[config.mk]
export PLATFORM = sky130hd
export DESIGN_NAME = switch_mcu_ahb_arb
export DESIGN_NICKNAME = d
export VERILOG_FILES = /design/src/rtl/switch_mcu_ahb_arb.sv
export SDC_FILE = /design/constraint.sdc
export NUM_CORES = 1
export LEC_CHECK = 0
export CAP_MARGIN = 20
export CELL_PAD_IN_SITES_DETAIL_PLACEMENT = 0
export CELL_PAD_IN_SITES_GLOBAL_PLACEMENT = 1
export CORE_UTILIZATION = 34
export CTS_CLUSTER_SIZE = 25
export DETAILED_ROUTE_END_ITERATION = 16
export PLACE_DENSITY = 0.86
export SYNTH_ARGS = -nofsm -noshare
export SYNTH_HDL_FRONTEND = slang
export SYNTH_SLANG_ARGS = --single-unit
[constraint.sdc]
create_clock -name in_clk -period 4.3 [get_ports in_clk]
set_input_delay 0.86 -clock in_clk [delete_from_list [all_inputs] [get_ports in_clk]]
set_output_delay 0.86 -clock in_clk [all_outputs]
set_load 0.01 [all_outputs]
[src/rtl/switch_mcu_ahb_arb.sv]
// Two-requester AHB-Lite master arbiter: instruction fetch (port 0) and load/store (port 1)
// share one core-side master port, one non-pipelined single transfer at a time.
module switch_mcu_ahb_arb #(
    parameter bit         PRIO_MODE = 1'b0,
    parameter logic [3:0] MAX_WAIT  = 4'd8
) (
    input  logic        in_clk,
    input  logic        in_rst,
    input  logic        in_init_done,
    input  logic        in_m0_req,
    input  logic [31:0] in_m0_addr,
    input  logic        in_m0_write,
    input  logic [2:0]  in_m0_size,
    input  logic [31:0] in_m0_wdata,
    output logic        out_m0_ack,
    output logic [31:0] out_m0_rdata,
    output logic        out_m0_err,
    input  logic        in_m1_req,
    input  logic [31:0] in_m1_addr,
    input  logic        in_m1_write,
    input  logic [2:0]  in_m1_size,
    input  logic [31:0] in_m1_wdata,
    output logic        out_m1_ack,
    output logic [31:0] out_m1_rdata,
    output logic        out_m1_err,
    input  logic        in_hready,
    input  logic        in_hresp,
    input  logic [31:0] in_hrdata,
    output logic [31:0] out_haddr,
    output logic [1:0]  out_htrans,
    output logic        out_hwrite,
    output logic [2:0]  out_hsize,
    output logic [2:0]  out_hburst,
    output logic [3:0]  out_hport,
    output logic        out_hmastlock,
    output logic [31:0] out_hwdata,
    output logic        out_owner
);

    typedef enum logic [1:0] {IDLE, ADDR, DATA} state_t;

    state_t      r_state, w_nextState;
    logic [3:0]  r_waitCnt, w_waitCnt;
    logic [31:0] r_haddr, w_haddr;
    logic [1:0]  r_htrans, w_htrans;
    logic        r_hwrite, w_hwrite;
    logic [2:0]  r_hsize, w_hsize;
    logic [3:0]  r_hport, w_hport;
    logic [31:0] r_hwdata, w_hwdata;
    logic [31:0] r_wdataLat, w_wdataLat;
    logic        r_owner, w_owner;
    logic        r_ack0, w_ack0, r_ack1, w_ack1;
    logic        r_err0, w_err0, r_err1, w_err1;
    logic [31:0] r_rdata0, w_rdata0, r_rdata1, w_rdata1;
    logic        w_grant, w_winner;

    // Starvation guard outranks the configured policy; a lone requester always wins.
    always_comb begin
        w_grant = (r_state == IDLE) && in_init_done && (in_m0_req || in_m1_req);
        if (in_m0_req && (r_waitCnt == MAX_WAIT))
            w_winner = 1'b0;
        else if (!in_m0_req)
            w_winner = 1'b1;
        else if (!in_m1_req)
            w_winner = 1'b0;
        else if (PRIO_MODE)
            w_winner = ~r_owner;
        else
            w_winner = 1'b1;

        if (!in_m0_req || (w_grant && !w_winner))
            w_waitCnt = 4'd0;
        else if (r_waitCnt != MAX_WAIT)
            w_waitCnt = r_waitCnt + 4'd1;
        else
            w_waitCnt = r_waitCnt;
    end

    always_comb begin
        w_nextState = r_state;
        w_haddr     = r_haddr;
        w_htrans    = r_htrans;
        w_hwrite    = r_hwrite;
        w_hsize     = r_hsize;
        w_hport     = r_hport;
        w_hwdata    = r_hwdata;
        w_wdataLat  = r_wdataLat;
        w_owner     = r_owner;
        w_ack0      = 1'b0;
        w_ack1      = 1'b0;
        w_err0      = 1'b0;
        w_err1      = 1'b0;
        w_rdata0    = 32'd0;
        w_rdata1    = 32'd0;
        case (r_state)
            IDLE: begin
                if (w_grant) begin
                    w_nextState = ADDR;
                    w_owner     = w_winner;
                    w_htrans    = 2'b10;
                    w_haddr     = w_winner ? in_m1_addr  : in_m0_addr;
                    w_hwrite    = w_winner ? in_m1_write : in_m0_write;
                    w_hsize     = w_winner ? in_m1_size  : in_m0_size;
                    w_wdataLat  = w_winner ? in_m1_wdata : in_m0_wdata;
                    w_hport     = w_winner ? 4'b0001 : 4'b0011;
                end
            end
            ADDR: begin
                if (in_hready) begin
                    w_nextState = DATA;
                    w_htrans    = 2'b00;
                    w_haddr     = 32'd0;
                    w_hwdata    = r_hwrite ? r_wdataLat : 32'd0;
                end
            end
            DATA: begin
                // The slave's first error cycle (hready low) is deliberately not sampled.
                if (in_hready) begin
                    w_nextState = IDLE;
                    w_hwdata    = 32'd0;
                    if (r_owner) begin
                        w_ack1   = 1'b1;
                        w_err1   = in_hresp;
                        w_rdata1 = r_hwrite ? 32'd0 : in_hrdata;
                    end else begin
                        w_ack0   = 1'b1;
                        w_err0   = in_hresp;
                        w_rdata0 = r_hwrite ? 32'd0 : in_hrdata;
                    end
                end
            end
            default: w_nextState = IDLE;
        endcase
    end

    always_ff @(posedge in_clk or negedge in_rst) begin
        if (!in_rst)
            r_state <= IDLE;
        else
            r_state <= w_nextState;
    end

    always_ff @(posedge in_clk or negedge in_rst) begin
        if (!in_rst) begin
            r_waitCnt  <= 4'd0;
            r_haddr    <= 32'd0;
            r_htrans   <= 2'b00;
            r_hwrite   <= 1'b0;
            r_hsize    <= 3'd0;
            r_hport    <= 4'd0;
            r_hwdata   <= 32'd0;
            r_wdataLat <= 32'd0;
            r_owner    <= 1'b0;
            r_ack0     <= 1'b0;
            r_ack1     <= 1'b0;
            r_err0     <= 1'b0;
            r_err1     <= 1'b0;
            r_rdata0   <= 32'd0;
            r_rdata1   <= 32'd0;
        end else begin
            r_waitCnt  <= w_waitCnt;
            r_haddr    <= w_haddr;
            r_htrans   <= w_htrans;
            r_hwrite   <= w_hwrite;
            r_hsize    <= w_hsize;
            r_hport    <= w_hport;
            r_hwdata   <= w_hwdata;
            r_wdataLat <= w_wdataLat;
            r_owner    <= w_owner;
            r_ack0     <= w_ack0;
            r_ack1     <= w_ack1;
            r_err0     <= w_err0;
            r_err1     <= w_err1;
            r_rdata0   <= w_rdata0;
            r_rdata1   <= w_rdata1;
        end
    end

    assign out_haddr     = r_haddr;
    assign out_htrans    = r_htrans;
    assign out_hwrite    = r_hwrite;
    assign out_hsize     = r_hsize;
    assign out_hburst    = 3'b000;
    assign out_hport     = r_hport;
    assign out_hmastlock = 1'b0;
    assign out_hwdata    = r_hwdata;
    assign out_owner     = r_owner;
    assign out_m0_ack    = r_ack0;
    assign out_m0_rdata  = r_rdata0;
    assign out_m0_err    = r_err0;
    assign out_m1_ack    = r_ack1;
    assign out_m1_rdata  = r_rdata1;
    assign out_m1_err    = r_err1;

endmodule

==> reports/metrics.csv, run 1 <==
stage;metric;value;unit
status;outcome;finished clean;
finish;Layout area overhead;52.1;%
placement;worst slack, placed;1.27;ns
route;Vias;5595;
synth;cell area after synthesis;0.00735;mm2
pwr;peak supply drop;0.280;mV
synth;YS warnings;0;
synth;synthesis-stage register bit count;178;
sta;setup ws final;1.72;ns
synth;synthesized area per cell;11.5;um2
worst_setup_path;required time worst endpoint;4.56;ns
synth;sequential share of the synthesized area;60.6;%
clock_network;CTS tree;yes;
worst_setup_path;Worst setup EP type;flip-flop;
die;IO Pins;322;
global_routing;Tot GR Track Use;17.9;%
placement;placed instance area;0.0106;mm2
pwr;PwrDens;513;mW/mm2
min_path;Worst Hold Class;input port to async pin;
route;Detailed Route Iter0 Violations;219;
worst_setup_path;CP peak stage delay;0.67;ns
finish;commonest non-fill, non-tap cell in the layout;clkdlybuf4s50_1;
sta;Clock Skew;0.0125;ns
job;Max Cap Viol;0;
placement;GPL Wtd Cong;0.746;
sta;fin crit share;60.0;%
synth;post-synth top area cell;dfrtp_1;
sta;Hold Vio Cnt, Final;0;
route;post-route ant nets;0;
synth;Yosys cell types;37;
die;initial core utilization;34.9;%
global_routing;vias in the first global route;5663;
synth;ys async rst share;100;%
finish;Final #Nets;1120;
sta;TNS Setup;0;ns
sta;Worst slew margin;39.7;%
clock_network;postcts setup bufs;0;
clock_network;clk_lat worst skew;0.41;ns
placement;port bufs;314;
die;Die Footprint;0.0222;mm2
synth;Synth top area share;60.6;%
global_routing;pin count of the biggest net entering global routing;78;
worst_setup_path;CP Buf/Inv Count;2;
global_routing;first-pass GRT wire length;30.5;mm
finish;number of diodes;0;
global_routing;initial antenna violation count;0;
global_routing;grt total ovfl;0;
worst_setup_path;r2r startpoint;r_waitCnt[0]$_DFFE_PN0P_;
clock_network;Max Root-Sink Buffers;2;
worst_setup_path;kind of cell adding the most delay to the critical path;buffers and inverters;
worst_setup_path;WP data arrival;2.84;ns
sta;Slew @ Worst Pin;0.904;ns
finish;Register Area;0.00445;mm2
clock_network;CTS resizes;0;
sta;Slew Viols, Final;0;
clock_network;Root Driver;clkbuf_16;
sta;fin crit period;2.58;ns
finish;most frequent cells in the layout;313 x clkdlybuf4s50_1, 178 x dfrtp_1, 103 x nand2_1, 69 x nor2_1, 68 x mux2i_1;
finish;Final Cell Area;0.0112;mm2
route;Via density;4.55;
synth;ranking of synthesized cells by area;dfrtp_1 61%, mux2i_1 9.3%, nand2_1 5.3%, nor2_1 3.5%, o21ai_1 3.3%;
worst_setup_path;Worst setup startpoint;in_m0_req;
sta;RSZ-0062 raised after global routing;no;
clock_network;hold_buf cts;0;
pwr;Leak;4.81;nW
die;die width;149;um
die;FP Rows;53;
placement;HPWL Detailed;13.7;mm
worst_setup_path;crit start category;input port;
sta;Fmax;0.387;GHz
finish;share of layout cells above drive strength 1;6.38;%
worst_setup_path;worst path cell trace;clkdlybuf4s50_1 > a21boi_4 > buf_4 > mux2i_1 > o2bb2ai_1;
die;core area;0.0211;mm2
route;Residual DRC;0;
sta;final setup violation count;0;
route;DRT Pass-1 Iters;4;
synth;Syn Inst Count;642;
worst_setup_path;Crit Path Max Fanout;48;
clock_network;# H-tree levels;4;
die;Chip Height;149;um
synth;Post-synth EDFFs;0;
finish;Layout fillers;1911;
route;final WL;19.5;mm
worst_setup_path;critical path class;input port to flip-flop;
route;Routed WL per cell;15.9;um
clock_network;cts bufs inserted;17;
clock_network;Clock transition at path regs;0.07;ns
finish;area of the multi-input gates;0.00251;mm2
synth;ys flop type;dfrtp_1;
clock_network;CTS Sinks;178;
worst_setup_path;CP max stage cell;clkdlybuf4s50_1;
-- per-layer routing --
metal  GRT usage (%)  vias up  part of all wire (%)
li1                -     2736                     -
met1            22.4     2654                    42
met2            29.7      182                    50
met3            5.14       23                   6.7
met4            5.31        0                   1.6
met5               0        -                     0
-- final cells by class --
class / count / share of cell area [%]
well taps: 275 / 3.08
repair buffers: 327 / 29.2
clock buffers: 19 / 3.87
inverters: 7 / 0.235
flip-flops and latches: 178 / 39.8
multi-input cells: 412 / 22.5
clock inverters: 13 / 1.30
-- logic make-up after synthesis --
group           count (synthesis)  share of synthesized area (%)
simple gates                  220                           13.0
flops                         178                           60.6
compound gates                112                           10.5
mux                            69                           9.41
buf+inv                        58                           5.84
fa+ha+maj                       2                          0.340
xor+xnor                        2                          0.238
other cells                     1                         0.0510
-- report_power, final --
part	internal (mW)	switching (mW)
sequential	2.10	0.237
clock	0.823	0.701
combinational	0.983	0.896
total	3.90	1.83
-- through the flow --
stage               cells  total power [mW]  utilization (%)  hold slack, ns
finish               1231              5.74             53.0           0.393
global route         1231              6.10             53.0           0.416
CTS                  1231              5.83             53.0           0.402
detailed placement   1199              4.27             50.3           0.455
global placement     1199              4.24             50.3           0.451
floorplan             648              3.31                -           0.450
-- worst paths after layout --
| path | end | slack (ns) | cells past startpoint |
|---|---|---|---|
| min in group in_clk | out_hport[0]$_DFFE_PN0P_ | 0.47 | 1 |
| max in group asynchronous | r_state[0]$_DFFE_PN0P_ | 2.87 | 2 |
| setup / recovery | out_haddr[1]$_DFFE_PN0P_ | 1.72 | 5 |
| hold reg to reg | out_hport[0]$_DFFE_PN0P_ | 0.47 | 1 |
| setup reg to reg | out_haddr[1]$_DFFE_PN0P_ | 2.08 | 7 |
| hold / removal | out_m0_ack$_DFF_PN0_ | 0.39 | 1 |
-- synth_stat cells (3+ instances only) --
library cell  count
inv_1             7
o21ai_0          21
o2bb2ai_1        24
dfrtp_1         178
mux2i_1          68
buf_4            11
o2bb2ai_2         8
buf_2            18
nand2b_1         33
nor2b_1           3
o21ai_1          48
nand3_1           7
nand2_1         103
clkbuf_1         10
nor2_1           69
buf_12            8
-- flip-flops by register name, indices dropped and copies added, names as in the netlist --
register and cells:
r_state 2, out_hwrite 1, out_m0_err 1, r_wdataLat 32
out_m1_rdata 32, out_hsize 3, r_waitCnt 4, out_m0_ack 1
out_m1_err 1, out_haddr 32, out_hport 2, out_m1_ack 1
out_hwdata 32, out_htrans 1, out_owner 1, out_m0_rdata 32
Note: power is estimated with default switching activity, not from simulation.
==> inputs of run 2 (changes only) <==
--- a/config.mk
+++ b/config.mk
@@ -8,10 +8,10 @@
 export CAP_MARGIN = 20
 export CELL_PAD_IN_SITES_DETAIL_PLACEMENT = 0
 export CELL_PAD_IN_SITES_GLOBAL_PLACEMENT = 1
-export CORE_UTILIZATION = 34
+export CORE_UTILIZATION = 32
 export CTS_CLUSTER_SIZE = 25
 export DETAILED_ROUTE_END_ITERATION = 16
-export PLACE_DENSITY = 0.86
+export PLACE_DENSITY = 0.82
 export SYNTH_ARGS = -nofsm -noshare
 export SYNTH_HDL_FRONTEND = slang
 export SYNTH_SLANG_ARGS = --single-unit
==> constraint.sdc (replaced) <==
create_clock -name in_clk -period 2.5 [get_ports in_clk]
set_input_delay 0.5 -clock in_clk [delete_from_list [all_inputs] [get_ports in_clk]]
set_output_delay 0.5 -clock in_clk [all_outputs]
set_load 0.01 [all_outputs]
==> reports/metrics.csv, run 2 (same netlist as run 1, synthesis figures left out) <==
stage;metric;value;unit;change
clock_network;Max Root-Sink Buffers;2;;unchanged
pwr;sw power;3.31;mW;was 1.83 mW
finish;Final #Nets;1125;;was 1120
sta;TNS Setup;0;ns;unchanged
clock_network;Clock transition at path regs;0.08;ns;was 0.07 ns
die;Die Footprint;0.0236;mm2;was 0.0222 mm2
min_path;Worst Hold Class;input port to async pin;;unchanged
global_routing;grt total ovfl;0;;unchanged
clock_network;Root Driver;clkbuf_16;;unchanged
clock_network;hold_buf cts;0;;unchanged
route;Via density;4.56;;was 4.55
finish;Layout area overhead;54.2;%;was 52.1%
route;post-route ant nets;0;;unchanged
global_routing;grt peak-use layer;met2;;unchanged
worst_setup_path;Worst setup EP type;flip-flop;;unchanged
route;Residual DRC;0;;unchanged
placement;port bufs;314;;unchanged
clock_network;CTS resizes;0;;unchanged
global_routing;vias in the first global route;5685;;was 5663
job;Max Cap Viol;0;;unchanged
pwr;PwrDens;883;mW/mm2;was 513 mW/mm2
finish;number of diodes;0;;unchanged
global_routing;met1 Resource Use GR;22.0;%;was 22.4%
worst_setup_path;crit start category;flip-flop;;was input port
global_routing;first-pass GRT wire length;31.2;mm;was 30.5 mm
sta;Hold Vio Cnt, Final;0;;unchanged
sta;Slew Viols, Final;0;;unchanged
pwr;Comb pwr share;33.0;%;was 32.8%
clock_network;postcts setup bufs;0;;unchanged
die;Chip Height;154;um;was 149 um
die;FP Rows;55;;was 53
pwr;clock power share;27.0;%;was 26.6%
placement;HPWL Detailed;14.0;mm;was 13.7 mm
placement;GPL Wtd Cong;0.748;;was 0.746
worst_setup_path;required time worst endpoint;2.80;ns;was 4.56 ns
worst_setup_path;Worst Reg-to-Reg Cells;7;;unchanged
finish;most frequent cells in the layout;313 x clkdlybuf4s50_1, 178 x dfrtp_1, 103 x nand2_1, 69 x nor2_1, 68 x mux2i_1;;unchanged
route;DRT Pass-1 Iters;4;;unchanged
sta;final setup violation count;0;;unchanged
clock_network;# H-tree levels;4;;unchanged
finish;commonest non-fill, non-tap cell in the layout;clkdlybuf4s50_1;;unchanged
clock_network;CTS tree;yes;;unchanged
global_routing;met2 Resource Use GR;27.3;%;was 29.7%
sta;Clock Skew;0.00975;ns;was 0.0125 ns
finish;share of layout cells above drive strength 1;7.08;%;was 6.38%
pwr;sequential share of power;40.0;%;was 40.7%
worst_setup_path;WP data arrival;2.23;ns;was 2.84 ns
global_routing;initial antenna violation count;0;;unchanged
pwr;Leak;4.88;nW;was 4.81 nW
die;initial core utilization;32.6;%;was 34.9%
sta;RSZ-0062 raised after global routing;no;;unchanged
worst_setup_path;Crit Path Max Fanout;47;;was 48
sta;Fmax;0.517;GHz;
pwr;Tot Pwr;10.0;mW;was 5.74 mW
status;outcome;finished clean;;unchanged
sta;Worst slew margin;61.1;%;was 39.7%
sta;fin crit period;1.93;ns;
route;Routed WL per cell;15.8;um;was 15.9 um
clock_network;CTS Sinks;178;;unchanged
pwr;Sw Share;33.0;%;was 32.0%
worst_setup_path;critical path class;flip-flop to flip-flop;;was input port to flip-flop
sta;Slew @ Worst Pin;0.583;ns;was 0.904 ns
pwr;internal power;6.71;mW;was 3.90 mW
global_routing;met3 Track Usage GR;5.36;%;was 5.14%
die;core area;0.0226;mm2;was 0.0211 mm2
sta;fin crit share;77.3;%;
finish;Layout fillers;2061;;was 1911
global_routing;pin count of the biggest net entering global routing;58;;was 78
route;Detailed Route Iter0 Violations;182;;was 219
die;die width;154;um;was 149 um
route;final WL;19.7;mm;was 19.5 mm
die;IO Pins;322;;unchanged
route;Vias;5676;;was 5595
global_routing;Tot GR Track Use;17.1;%;was 17.9%
clock_network;cts bufs inserted;17;;unchanged
clock_network;clk_lat worst skew;0.42;ns;was 0.41 ns
worst_setup_path;worst reg2reg setup slack;0.57;ns;was 2.08 ns
pwr;peak supply drop;0.485;mV;was 0.280 mV
==> run 2: layout make-up <==
type / instances / area, um2 / area share [%]
multi-input cells: 412 / 2510 / 22.2
clock buffers: 17 / 425 / 3.75
well taps: 285 / 357 / 3.14
flip-flops and latches: 178 / 4450 / 39.3
repair buffers: 332 / 3380 / 29.8
inverters: 7 / 26.3 / 0.232
clock inverters: 15 / 185 / 1.63
==> run 2: power by group through the flow <==
| stage | sequential (mW) | combinational, mW | clock [mW] |
|---|---|---|---|
| 2_1_floorplan | 4.23 | 1.46 | 0 |
| 3_3_place_gp | 4.05 | 3.32 | 0 |
| 3_5_place_dp | 4.05 | 3.37 | 0 |
| 4_1_cts | 4.02 | 3.37 | 2.79 |
| 5_1_grt | 4.11 | 3.62 | 2.92 |
| 6_report | 4.01 | 3.31 | 2.70 |
==> run 2: critical path, cell delays in order (launching register included) <==
cell	delay (ns)
dfrtp_1	0.42
inv_1	0.10
ha_1	0.21
nand3b_4	0.12
a21boi_4	0.24
buf_12	0.32
mux2i_1	0.25
o2bb2ai_1	0.08
==> run 2: per-layer routing <==
metal / wire length [um] / vias up / part of all wire, %
met4: 390 / 0 / 2.0
met1: 8640 / 2719 / 44
met3: 1350 / 23 / 6.9
met5: 0 / - / 0
met2: 9280 / 182 / 47
li1: - / 2752 / -
==> run 2: worst paths after layout <==
path / from / to
worst max-delay path: r_waitCnt[0]$_DFFE_PN0P_ / out_haddr[6]$_DFFE_PN0P_
max in group asynchronous: in_rst / out_haddr[7]$_DFFE_PN0P_
min in group in_clk: out_hwdata[8]$_DFFE_PN0P_ / out_hwdata[8]$_DFFE_PN0P_
worst min-delay path: in_rst / out_hwdata[4]$_DFFE_PN0P_
worst min register to register: out_hwdata[8]$_DFFE_PN0P_ / out_hwdata[8]$_DFFE_PN0P_
worst max register to register: r_waitCnt[0]$_DFFE_PN0P_ / out_haddr[6]$_DFFE_PN0P_
==> run 2: through the flow <==
stage | hold WS [ns] | instances | util [%] | setup WS, ns | area [um2]
3_3_place_gp | 0.452 | 1214 | 47.5 | 0.384 | 10700
2_1_floorplan | 0.204 | 648 | - | 0.882 | 7380
4_1_cts | 0.0601 | 1246 | 50.2 | 0.563 | 11300
6_report | 0.0444 | 1246 | 50.2 | 0.567 | 11300
3_5_place_dp | 0.459 | 1214 | 47.5 | 0.340 | 10700
5_1_grt | 0.0744 | 1246 | 50.2 | 0.427 | 11300
